===== config.mk =====
export PLATFORM = sky130hd
export DESIGN_NAME = seq_alu
export DESIGN_NICKNAME = d
export VERILOG_FILES = /design/src/rtl/alu_pkg.sv /design/src/rtl/seq_alu_muldiv.sv /design/src/rtl/seq_alu.sv
export SDC_FILE = /design/constraint.sdc
export NUM_CORES = 1
export LEC_CHECK = 0
export ABC_CLOCK_PERIOD_IN_PS = 6900
export CAP_MARGIN = 15
export CORE_MARGIN = 2
export CORE_UTILIZATION = 47
export DETAILED_ROUTE_END_ITERATION = 16
export PLACE_DENSITY = 0.67
export SETUP_SLACK_MARGIN = 0.4
export SYNTH_ARGS = -nofsm -noshare
export SYNTH_HDL_FRONTEND = slang
export SYNTH_SLANG_ARGS = --single-unit

===== constraint.sdc =====
create_clock -name clk -period 6.9 [get_ports clk]
set_clock_uncertainty 0.1 [all_clocks]
set_input_delay 0.69 -clock clk [delete_from_list [all_inputs] [get_ports clk]]
set_output_delay 0.69 -clock clk [all_outputs]
set_load 0.005 [all_outputs]

===== src/rtl/alu_pkg.sv =====
// alu_pkg: opcode map, sequencer states and op classification for seq_alu
package alu_pkg;
  localparam int OP_ADD  = 0;
  localparam int OP_SUB  = 1;
  localparam int OP_MUL  = 2;
  localparam int OP_DIV  = 3;
  localparam int OP_SHL  = 4;
  localparam int OP_SHR  = 5;
  localparam int OP_ROL  = 6;
  localparam int OP_ROR  = 7;
  localparam int OP_AND  = 8;
  localparam int OP_OR   = 9;
  localparam int OP_XOR  = 10;
  localparam int OP_NOR  = 11;
  localparam int OP_NAND = 12;
  localparam int OP_XNOR = 13;
  localparam int OP_GT   = 14;
  localparam int OP_EQ   = 15;
  typedef enum logic [1:0] {IDLE, MUL, DIV, DONE} state_t;
  function automatic logic is_multi(input int op);
    return op == OP_MUL || op == OP_DIV;
  endfunction
endpackage


===== src/rtl/seq_alu_muldiv.sv =====
// seq_alu_muldiv: shared iterative shift-add multiply / restoring divide, lo/hi show the value after the current step
module seq_alu_muldiv #(
  parameter int WIDTH = 16
) (
  input  logic             clk,
  input  logic             reset,
  input  logic             load,
  input  logic             is_div,
  input  logic [WIDTH-1:0] op1,
  input  logic [WIDTH-1:0] op2,
  output logic [WIDTH-1:0] lo,
  output logic [WIDTH-1:0] hi,
  output logic             last
);
  localparam int CW = $clog2(WIDTH);
  logic [WIDTH-1:0] acc, q, m;
  logic [CW-1:0] cnt;
  logic div_q;
  logic [WIDTH:0] sum, sh, diff;
  always_comb begin
    sum  = {1'b0, acc} + (q[0] ? {1'b0, m} : '0);
    sh   = {acc, q[WIDTH-1]};
    diff = sh - {1'b0, m};
    hi   = div_q ? (diff[WIDTH] ? sh[WIDTH-1:0] : diff[WIDTH-1:0]) : sum[WIDTH:1];
    lo   = div_q ? {q[WIDTH-2:0], ~diff[WIDTH]} : {sum[0], q[WIDTH-1:1]};
    last = cnt == CW'(WIDTH - 1);
  end
  always_ff @(posedge clk)
    if (reset) begin
      acc   <= '0;
      q     <= '0;
      m     <= '0;
      cnt   <= '0;
      div_q <= 1'b0;
    end else if (load) begin
      acc   <= '0;
      q     <= op1;
      m     <= op2;
      cnt   <= '0;
      div_q <= is_div;
    end else begin
      acc <= hi;
      q   <= lo;
      cnt <= cnt + 1'b1;
    end
endmodule


===== src/rtl/seq_alu.sv =====
// seq_alu: multi-cycle ALU with single-cycle logic/arith ops, iterative MUL/DIV and status flags
module seq_alu
  import alu_pkg::*;
#(
  parameter int WIDTH = 16,
  parameter int OP_W  = 4
) (
  input  logic             clk,
  input  logic             reset,
  input  logic             start,
  input  logic [OP_W-1:0]  opcode,
  input  logic [WIDTH-1:0] operand1,
  input  logic [WIDTH-1:0] operand2,
  output logic             busy,
  output logic             done,
  output logic [WIDTH-1:0] result,
  output logic [WIDTH-1:0] result_hi,
  output logic             zero,
  output logic             carry,
  output logic             div_by_zero
);
  state_t state, state_nx;
  logic accept, is_div, dbz_req, load, last, sc_c;
  logic [WIDTH-1:0] md_lo, md_hi, sc_res;
  seq_alu_muldiv #(.WIDTH(WIDTH)) u_muldiv (
    .clk(clk), .reset(reset), .load(load), .is_div(is_div),
    .op1(operand1), .op2(operand2), .lo(md_lo), .hi(md_hi), .last(last)
  );
  always_comb begin
    busy     = state == MUL || state == DIV;
    done     = state == DONE;
    accept   = start && !busy;
    is_div   = int'(opcode) == OP_DIV;
    dbz_req  = is_div && operand2 == '0;
    load     = accept && is_multi(int'(opcode)) && !dbz_req;
    state_nx = busy ? (last ? DONE : state) : accept ? (!load ? DONE : is_div ? DIV : MUL) : IDLE;
  end
  always_comb begin
    sc_c   = 1'b0;
    sc_res = '0;
    case (int'(opcode))
      OP_ADD:  {sc_c, sc_res} = {1'b0, operand1} + {1'b0, operand2};
      OP_SUB:  {sc_c, sc_res} = {1'b0, operand1} - {1'b0, operand2};
      OP_SHL:  {sc_c, sc_res} = {operand1, 1'b0};
      OP_SHR:  {sc_res, sc_c} = {1'b0, operand1};
      OP_ROL:  {sc_c, sc_res} = {operand1, operand1[WIDTH-1]};
      OP_ROR:  {sc_res, sc_c} = {operand1[0], operand1};
      OP_AND:  sc_res = operand1 & operand2;
      OP_OR:   sc_res = operand1 | operand2;
      OP_XOR:  sc_res = operand1 ^ operand2;
      OP_NOR:  sc_res = ~(operand1 | operand2);
      OP_NAND: sc_res = ~(operand1 & operand2);
      OP_XNOR: sc_res = ~(operand1 ^ operand2);
      OP_GT:   sc_res = WIDTH'(operand1 > operand2);
      OP_EQ:   sc_res = WIDTH'(operand1 == operand2);
      default: ;
    endcase
  end
  always_ff @(posedge clk)
    if (reset) begin
      state       <= IDLE;
      result      <= '0;
      result_hi   <= '0;
      zero        <= 1'b0;
      carry       <= 1'b0;
      div_by_zero <= 1'b0;
    end else begin
      state <= state_nx;
      if (busy && last) begin
        result      <= md_lo;
        result_hi   <= md_hi;
        zero        <= state == MUL ? {md_hi, md_lo} == '0 : md_lo == '0;
        carry       <= 1'b0;
        div_by_zero <= 1'b0;
      end else if (accept && !load) begin
        result      <= dbz_req ? '1 : sc_res;
        result_hi   <= dbz_req ? operand1 : '0;
        zero        <= !dbz_req && sc_res == '0;
        carry       <= !dbz_req && sc_c;
        div_by_zero <= dbz_req;
      end
    end
endmodule


**Word level (Yosys, flattened, before mapping)**

Cells that the tools add are included.

- Flip-flop bits (word level): 90
- Input port bits: 39
- Output and inout port bits: 37
- Word-level logic and storage cells: 89

- Add/sub/neg operators: 5
- Magnitude comparators: 1
- Eq/ne operators: 21
- Multiplexer cells: 21
- Bitwise logic cells: 7
- Reduce and logical (&&, ||, !) cells: 23

Operators by type and width:

| kind | count |
|---|---|
| $pmux 16 s14 | 1 |
| $mux 16 | 11 |
| $logic_not 16->1 | 3 |
| $not 16->16 | 3 |
| $eq 4x4->1 const B | 9 |
| $logic_not 32->1 | 1 |
| $eq 4x3->1 const B | 6 |
| $add 16x16->17 | 1 |
| $add 16x17->17 | 1 |
| $sub 16x16->17 | 1 |
| $sub 17x16->17 | 1 |
| $and 16x16->16 | 1 |
| $eq 16x16->1 | 1 |
| $gt 16x16->1 | 1 |
| $or 16x16->16 | 1 |
| $xor 16x16->16 | 1 |
| $mux 2 | 5 |
| $logic_and 1x1->1 | 8 |
| $reduce_or 2->1 | 4 |
| $add 4x1->4 const B | 1 |
| $eq 2x2->1 const B | 2 |
| $eq 4x1->1 const B | 1 |
| $logic_not 4->1 | 1 |
| $pmux 1 s4 | 1 |
| other kinds (7) | 12 |

**Depth between registers and ports, before layout**

- Word-level depth: 10
- Mapped depth: 16

**Hierarchy**

Synthesis repeated with hierarchy kept, for this count alone.

- Cells, all modules: 1263
- Area, all modules: 9327.7 µm²

By module, submodules not included:

| module | times used | cells each | area an instance (µm²) | seq. area each (µm²) |
|---|---|---|---|---|
| seq_alu | 1 | 738 | 5141.2 | 740.7 |
| seq_alu_muldiv | 1 | 525 | 4186.5 | 1061.0 |

**Worst setup path before layout**

Ideal clock, no wire load.

- Path kind: flip-flop to flip-flop
- Start point: reg u_muldiv.q[15]
- End point: reg zero
- Setup time: 0.060 ns
- Arrival time: 3.220 ns
- Data required time: 6.740 ns
- Slack: 3.521 ns
- Cell stages (with the launch flop): 16
- Cells stage by stage: dfxtp_1 -> inv_1 -> ha_1 -> fa_1 -> nand2b_1 -> a21o_1 -> a211oi_2 -> nor4_4 -> o32ai_4 -> buf_4 -> buf_4 -> mux2_2 -> a21oi_1 -> nand4_1 -> nor4b_2 -> a41o_1

- Word-level cells in the longest chain between the ends: 6
- Elaborated cells on any way between the ends: 9
- Classes of those cells: 1 x add/sub; 5 x mux; 1 x bitwise; 2 x reduce/logical

RTL lines:

| item | RTL line | text |
|---|---|---|
| start: declaration | seq_alu_muldiv.sv:16 | `logic [WIDTH-1:0] acc, q, m;` |
| start signal: assignment | seq_alu_muldiv.sv:37 | `q <= op1;` |
| start signal: assignment | seq_alu_muldiv.sv:43 | `q <= lo;` |
| $sub 17x16->17 | seq_alu_muldiv.sv:23 | `diff = sh - {1'b0, m};` |
| $mux 16 or $not 1->1 (tied branches) | seq_alu_muldiv.sv:24, seq_alu_muldiv.sv:25 |  |
| $mux 16, on equally long branches | seq_alu_muldiv.sv:24, seq_alu_muldiv.sv:25 |  |
| $logic_not 32->1 or $logic_not 16->1 (tied branches) | seq_alu.sv:72 | `zero <= state == MUL ? {md_hi, md_lo} == '0 : md_lo == '0;` |
| $mux 1 (*) | seq_alu.sv:72 |  |
| $mux 1 (*) | seq_alu.sv:69 | `if (busy && last) begin` |
| end signal: assignment | seq_alu.sv:64 | `zero <= 1'b0;` |
| end signal: assignment | seq_alu.sv:72 |  |
| end signal: assignment | seq_alu.sv:78 | `zero <= !dbz_req && sc_res == '0;` |
| end: declaration | seq_alu.sv:18 | `output logic zero,` |

Every way passes the cells marked *; elsewhere a longest branch is shown, timed or not.
A chain may end at the register's enable or synchronous reset.

**Worst setup path after layout**

- Start point: in operand1[4]
- End point: reg zero

- Word-level cells in the longest chain between the ends: 7
- Elaborated cells on any way between the ends: 15
- Classes of those cells: 2 x add/sub; 1 x order compare; 1 x eq/ne; 3 x mux; 6 x bitwise; 2 x reduce/logical

RTL lines:

| item | RTL line | text |
|---|---|---|
| start: declaration | seq_alu.sv:12 | `input logic [WIDTH-1:0] operand1,` |
| parallel branches: the longest is 2 deep, another holds $sub 16x16->17 | n/a |  |
| $pmux 16 s14 (*) | seq_alu.sv:41 | `case (int'(opcode))` |
| $logic_not 16->1 (*) | seq_alu.sv:78 |  |
| $logic_and 1x1->1 (*) | seq_alu.sv:78 |  |
| $mux 1 (*) | seq_alu.sv:75 | `end else if (accept && !load) begin` |
| $mux 1 (*) | seq_alu.sv:69 |  |

Every way passes the cells marked *. The select of a mux whose other input is x is not followed.

==> flow_summary.ini <==
[synthesis]
synth_area_per_cell_um2 = 7.41
yosys_register_bits = 90
syn-cell-area_mm2 = 0.00894
synth_seq_area_share = 0.201
synth-main-ff-cell = dfxtp_1
synthDistinctLibCells = 76
synth_most_common_cell = nor2_1
yosys.area.top_type = dfxtp_1
netlist_top_cells_area = dfxtp_1 (20%), ha_1 (12%), a21oi_1 (7.2%)
synth_edf_count = 0
ys_top_cells_by_count = nor2_1 (139), a21oi_1 (128), nand2_1 (92)
netlist_instances = 1207
async_flop_share = 0
yosysTopAreaCellShare = 0.201
yosysWarnings = 0
syn-num-nets = 1335

[worst_setup_path]
worstPathMaxFanout = 17
criticalPathCategory = primary input to flop
critPathLaunch = operand1[4]
rrSetupSlack_ps = 2440
endpoint_kind = flop
critPathArrivalTime_ps = 5050
crit_end = zero
r2r-start = u_muldiv.q[15]
reg2reg_depth = 14
start_kind = primary input
rr_endpoint = zero
crit_required_ps = 7100

[clock_tree]
clockRootBuffer = clkbuf_16
post_cts_buffers = 0
path_clk_slew_ps = 80
cts_resized = 0
cts_tree = yes
clk_latency_ps = 360
clock_path_buffers = 2
htreeDepth = 3
holdBufCountCts = 0
clock-sinks = 90
numCtsBuffers = 9

[pwr]
cellPowerDensity_mw_per_mm2 = 177
power_mw = 1.79
power_leakage_nw = 4.04
ir_worst_vdd_mv = 0.196

[sta]
setup_tns_ps = 0
worst_slack_ps = 2050
finalHoldViolCount = 0
min_period_ps = 4850
tightest_slew_ps = 1130
finalSetupViolations = 0
final_max_slew_viol_count = 0
max_slew_margin = 0.231
hold_ws_ps = 350
rsz0062_at_grt = no
fmax_mhz = 206
fin_crit_sh = 0.703

[grt]
grt_use_total = 0.315
grt_max_degree = 72
overflow = 0
grt_pass1_wl_um = 49600
antenna_found_initial = 1
first_global_vias = 8658

[drt]
drtIter0Drc = 778
antenna_left = 0
wirelength_um = 31700
drt_pass1_iterations = 5
vias = 9288
post-route-drc-count = 0
via_per_inst = 6.30
wl_per_cell_um = 21.5

[floorplanning]
die_y_um = 142
rows = 50
start_util = 0.478
fp.dieW_um = 142
ioPinCount = 76
die_area_mm2 = 0.0201
core-area_mm2 = 0.0187

[final_layout]
area_growth_pct = 13.1
final_cells = 1475
num-nets-final = 1363
final_area_mm2 = 0.0101
fillerInstances = 1824
fin_util = 0.541
drive_gt1_frac = 0.0589

[placed_design]
placed_cell_area_mm2 = 0.00980
gp_routability_congestion = 0.986
dp_hpwl_um = 24200
io_buffers = 75
dp.cells = 1458
post-place-ws_ps = 1890

[run_status]
outcome = completed

[hold_path]
hold_class = flop to flop

[flow_run]
max_cap_viol_count = 0
[logic make-up (layout without fill, tap and decap cells)]
logic type,Yosys count,after routing,share of synthesized area
AO/OA/AOI/OAI,391,391,0.289
XOR/XNOR,38,38,0.0372
adder cells (fa/ha/maj),89,89,0.128
buffers and inverters,151,184,0.0665
flip-flops,90,90,0.201
multiplexers,54,54,0.0621
other,0,1,0
AND/OR/NAND/NOR,394,394,0.216
[layout by cell type (no fill, tap or decap), types with 6 or more instances in the layout]
cell             instances
nand2_1                 92
a21o_1                   9
buf_4                   16
and2_1                  20
o21ai_0                 64
nand3_1                 18
a211oi_1                33
nor4_1                  10
nor2b_1                 18
clkbuf_16                9
nand4_1                 12
nand2b_1                16
xnor2_1                 24
or2_2                    7
a22oi_1                 10
clkdlybuf4s50_1         73
inv_1                   77
o21a_1                  13
o211ai_1                16
a21oi_1                128
a211o_1                  7
o221ai_1                10
ha_1                    85
mux2_2                  12
or3_1                   11
o31ai_1                  6
a221oi_1                21
dfxtp_1                 89
o21bai_1                 9
mux2i_1                 42
o22ai_1                 12
nor3_1                  20
xor2_1                  14
nor2_1                 139
[state kept, by name, summed over array words and instances, names as in the netlist]
signal,cells
div_by_zero,1
state,2
result_hi,16
u_muldiv.div_q,1
u_muldiv.acc,16
u_muldiv.q,16
u_muldiv.m,16
u_muldiv.cnt,4
zero,1
result,16
carry,1
[cell type report]
type                       instances  area, um^2  area share
sequential                        90        1800       0.178
tap                              234         293      0.0290
antenna                            1        2.50    0.000247
clock buffer                       9         225      0.0223
timing repair buffer              91         861      0.0851
inverter                          77         289      0.0286
multi-input combinational        966        6550       0.648
clock inverter                     7        83.8     0.00829
[layer usage]
layer  GRT usage  vias up  share of wire
li1            -     4444              -
met5           0        -              0
met1       0.431     4408           0.45
met4       0.121        0          0.039
met3      0.0619       77          0.074
met2       0.492      359           0.44
[how the worst min path moves through the flow]
stage | startpoint | end | slack, ps | cells past startpoint
final | u_muldiv.cnt[0] | u_muldiv.cnt[0] | 350 | 1
after global routing | u_muldiv.m[0] | u_muldiv.m[0] | 400 | 2
after CTS | u_muldiv.cnt[0] | u_muldiv.cnt[0] | 350 | 1
after detailed placement | u_muldiv.cnt[0] | u_muldiv.cnt[0] | 340 | 1
after global placement | u_muldiv.cnt[0] | u_muldiv.cnt[0] | 330 | 1
after floorplan | u_muldiv.cnt[0] | u_muldiv.cnt[0] | 320 | 1
[critical path: stages]
cell             delay (ps)
clkdlybuf4s50_1         620
inv_1                   130
ha_1                    640
nor3_1                  170
a2111oi_0              1020
o21ai_1                 280
o221ai_1                280
nor2_1                   70
a2bb2oi_1               130
a311oi_1                370
nand4_1                 160
o31ai_1                 330
a41o_1                  140
[where the power goes]
group | internal (mW) | switching [mW]
logic | 0.273 | 0.411
registers | 0.554 | 0.0299
clock network | 0.261 | 0.256
total | 1.09 | 0.697
No activity file was read; power rests on OpenSTA's default activity.
